**config.mk**
```make
export PLATFORM = sky130hd
export DESIGN_NAME = carry_forward_generator
export DESIGN_NICKNAME = d
export VERILOG_FILES = /design/src/rtl/carry_forward_generator.sv
export SDC_FILE = /design/constraint.sdc
export NUM_CORES = 1
export LEC_CHECK = 0
export BUFFER_PORTS_ARGS = -buffer_cell sky130_fd_sc_hd__buf_2
export CAP_MARGIN = 10
export CORE_AREA = 2 2 39 41
export CTS_CLUSTER_DIAMETER = 60
export DETAILED_ROUTE_END_ITERATION = 10
export DIE_AREA = 0 0 41 43
export PLACE_DENSITY = 0.5
export SLEW_MARGIN = 10
export SYNTH_ARGS = -nofsm -noshare
export SYNTH_HDL_FRONTEND = slang
export SYNTH_SLANG_ARGS = --single-unit
```
**constraint.sdc**
```tcl
create_clock -name clk -period 2.4 [get_ports clk]
set_clock_uncertainty 0.2 [all_clocks]
set_input_delay 0.24 -clock clk [delete_from_list [all_inputs] [get_ports clk]]
set_output_delay 0.24 -clock clk [all_outputs]
set_load 0.03 [all_outputs]
```
**src/rtl/carry_forward_generator.sv**
```systemverilog
// carry_forward_generator: registered 4-bit carry-lookahead generator.
// Carries are computed in flat two-level lookahead form from bit-level
// generate/propagate terms and registered one cycle after an accepted request.
// Optional feature macro: CFG_GROUP_PG_EN adds registered group propagate
// (grp_p) and group generate (grp_g) outputs.
module carry_forward_generator (
    input  logic       clk,
    input  logic       rst_n,
    input  logic       in_valid,
    input  logic [3:0] a,
    input  logic [3:0] b,
    input  logic       cin,
    output logic [3:0] cout,
`ifdef CFG_GROUP_PG_EN
    output logic       out_valid,
    output logic       grp_p,
    output logic       grp_g
`else
    output logic       out_valid
`endif
);

    localparam int unsigned W = 4;

    logic [W-1:0] g;
    logic [W-1:0] p;
    logic [W-1:0] carry_c;
`ifdef CFG_GROUP_PG_EN
    logic         grp_p_c;
    logic         grp_g_c;
`endif

    // Bit generate/propagate terms and flat lookahead carries (no ripple chain).
    always_comb begin
        g = a & b;
        p = a ^ b;

        carry_c[0] = g[0]
                   | (p[0] & cin);
        carry_c[1] = g[1]
                   | (p[1] & g[0])
                   | (p[1] & p[0] & cin);
        carry_c[2] = g[2]
                   | (p[2] & g[1])
                   | (p[2] & p[1] & g[0])
                   | (p[2] & p[1] & p[0] & cin);
        carry_c[3] = g[3]
                   | (p[3] & g[2])
                   | (p[3] & p[2] & g[1])
                   | (p[3] & p[2] & p[1] & g[0])
                   | (p[3] & p[2] & p[1] & p[0] & cin);
    end

`ifdef CFG_GROUP_PG_EN
    // Group terms for a second-level lookahead unit; independent of cin.
    always_comb begin
        grp_p_c = &p;
        grp_g_c = g[3]
                | (p[3] & g[2])
                | (p[3] & p[2] & g[1])
                | (p[3] & p[2] & p[1] & g[0]);
    end
`endif

    // Result registers: capture on a valid request, hold otherwise.
    always_ff @(posedge clk or negedge rst_n) begin
        if (!rst_n) begin
            cout      <= W'(0);
            out_valid <= 1'b0;
`ifdef CFG_GROUP_PG_EN
            grp_p     <= 1'b0;
            grp_g     <= 1'b0;
`endif
        end else begin
            out_valid <= in_valid;
            if (in_valid) begin
                cout  <= carry_c;
`ifdef CFG_GROUP_PG_EN
                grp_p <= grp_p_c;
                grp_g <= grp_g_c;
`endif
            end
        end
    end

endmodule

```
==> flow_summary.yaml <==
placed_design:
  dpl.cell_count: 56
  place_congestion: 0.606
  portBuffers: 16
  dp_slack_ps: 950
  dp_hpwl_um: 482
die:
  chipHeight_um: 43
  num_rows: 14
  dieArea_sq_mm: 0.00176
  dieWidth_um: 41
  io_pins: 17
  start_util_pct: 20.3
  core_sq_mm: 0.00138
synthesis:
  avgSynthCellArea_sq_um: 11.3
  ys_seq_area_share_pct: 44.4
  synth_top_area_cell: "dfrtp_1"
  ys_types: 13
  ys_top_cells_by_area: "dfrtp_1 44%, ha_1 18%, mux2i_1 7.1%"
  syn-num-nets: 41
  ys_warn_count: 0
  synth_area_sq_um: 282
  syn_inst: 25
  synth_top_area_share_pct: 44.4
  ys_ff_latch: 5
power_and_ir_drop:
  power_frac_seq_pct: 36.8
  cellLeakagePower_nw: 0.214
  combPwrFrac_pct: 26.7
  swShare_pct: 31.1
  p_clk_share_pct: 36.5
  peakVddDrop_mv: 0.211
  p_per_area_mw_per_mm2: 663
  p_int_w: 0.000186
  p_switching_w: 0.0000839
finish:
  final_nets: 62
  final_cell_mix: "16 x buf_2, 5 x dfrtp_1, 4 x ha_1"
  drive_gt1_share_pct: 46.7
  fillers: 146
  final_common_cell: "buf_2"
  multiInputGateArea_sq_um: 145
  syn_to_final_growth_pct: 44.4
  antenna_cells: 0
  regArea_sq_um: 125
  final_cells: 61
sta:
  finalSetupViolCount: 0
  post-route-period-util_pct: 51.2
  period_needed_ps: 1230
  rsz0062_at_grt: "no"
  finalSetupTns_ps: 0
  fmax_mhz: 815
  timing.slew.headroom_pct: 87.9
  worst_pin_slew_ps: 182
  final-hold-violation-count: 0
  final_max_slew_viol_count: 0
  finalWorstSetupSlack_ps: 1170
global_route:
  grt_start_max_net_pins: 10
  grt_pass1_wl_um: 903
  grt_pass1_vias: 226
  antenna_found_initial: 0
  grt_util_all_layers_pct: 8.38
  overflow: 0
cts:
  cts-root-buf: "clkbuf_4"
  clock_path_buffers: 2
  cts.sinks: 5
  clkTransAtPathRegs_ps: 50
  clk_latency_ps: 240
  cts_tree: "yes"
  cts-buffers-inserted: 3
  ctsResizeCount: 0
  htree_levels: 1
route:
  drc_errors: 0
  dr.pass1.iters: 2
  totalWireLength_um: 601
  antenna_left: 0
  vias: 248
  viasPerCell: 4.07
  drt_iter0_markers: 2
  route.detailed.wl_per_inst_um: 9.85
worst_setup_path:
  endpoint_kind: "primary output"
  crit_buf_inv: 1
  cp_data_arrival_time_ps: 790
  path_cells: "buf_2"
  crit_type: "register to primary output"
  crit_slowest_cell: "dfrtp_1"
  critPathMaxFanout: 2
  crit_path_start_kind: "register"
  slowest_delay_ps: 370
  critPathRequiredTime_ps: 1960
  crit_family: "flip-flops"
hold_path:
  hold_class: "primary input to register"
run:
  cap_violations: 0
status:
  status: "complete, no violations"
synth_stat cells:
master / instances
a21oi_1: 3
or2_1: 1
o21ai_1: 1
nor3b_2: 1
nor2_1: 2
a21o_1: 1
nand2_1: 2
a21oi_2: 1
o21ai_0: 1
mux2i_1: 2
buf_6: 1
dfrtp_1: 5
ha_1: 4
logic make-up after synthesis:
logic type,after synthesis,synth area share (%)
compound gates,7,14.7
fa+ha+maj,4,17.8
buf+inv,1,4.00
flops,5,44.4
mux,2,7.11
simple gates,6,12.0
per-layer routing:
| layer | global-route usage, % | vias to the layer above | wire length (um) |
|---|---|---|---|
| met5 | 0 | - | 0 |
| li1 | - | 130 | - |
| met2 | 9.69 | 17 | 229 |
| met4 | 8.00 | 0 | 0 |
| met3 | 3.14 | 0 | 94 |
| met1 | 11.1 | 101 | 277 |
stage by stage:
stage / hold slack (ps) / area [sq um] / utilization, % / total power [W]
final: 26.9 / 407 / 29.4 / 0.000270
after floorplan: -256 / 282 / - / 0.000147
after global routing: 28.1 / 407 / 29.4 / 0.000288
after CTS: 17.3 / 407 / 29.4 / 0.000276
after global placement: -138 / 370 / 26.8 / 0.000172
after detailed placement: -135 / 370 / 26.8 / 0.000172
cell type report:
type	instances	area share [%]
sequential	5	30.8
tap	16	4.92
multi-input combinational	19	35.7
timing repair buffer	17	22.2
clock buffer	4	6.46
worst paths after layout:
kind / startpoint / to / slack (ps) / depth (start not counted)
hold / removal: in_valid / out_valid$_DFF_PN0_ / 30 / 1
setup reg to reg: cout[3]$_DFFE_PN0P_ / cout[3]$_DFFE_PN0P_ / 1380 / 3
hold reg to reg: cout[1]$_DFFE_PN0P_ / cout[1]$_DFFE_PN0P_ / 300 / 2
setup / recovery: cout[0]$_DFFE_PN0P_ / cout[0] / 1170 / 1
max in group asynchronous: rst_n / cout[1]$_DFFE_PN0P_ / 1720 / 2
min in group asynchronous: rst_n / out_valid$_DFF_PN0_ / 140 / 2
power groups by stage:
stage                     combinational [W]  clock [W]  sequential, W
after CTS                         0.0000729   0.000104      0.0000994
after floorplan                   0.0000257          0       0.000122
after detailed placement          0.0000713          0       0.000100
after global placement            0.0000712          0       0.000101
after global routing              0.0000793   0.000108       0.000100
final                             0.0000719  0.0000985      0.0000992
timing repair:
action / 4_1_cts / 5_1_grt
setup buffers: 0 / 0
hold buffers: 1 / 0
endpoints found under the hold margin: 5 / 0
state kept, by name, indices dropped and copies added, names as in the netlist:
register and flops:
cout 4, out_valid 1
(Power assumes the default switching activity.)
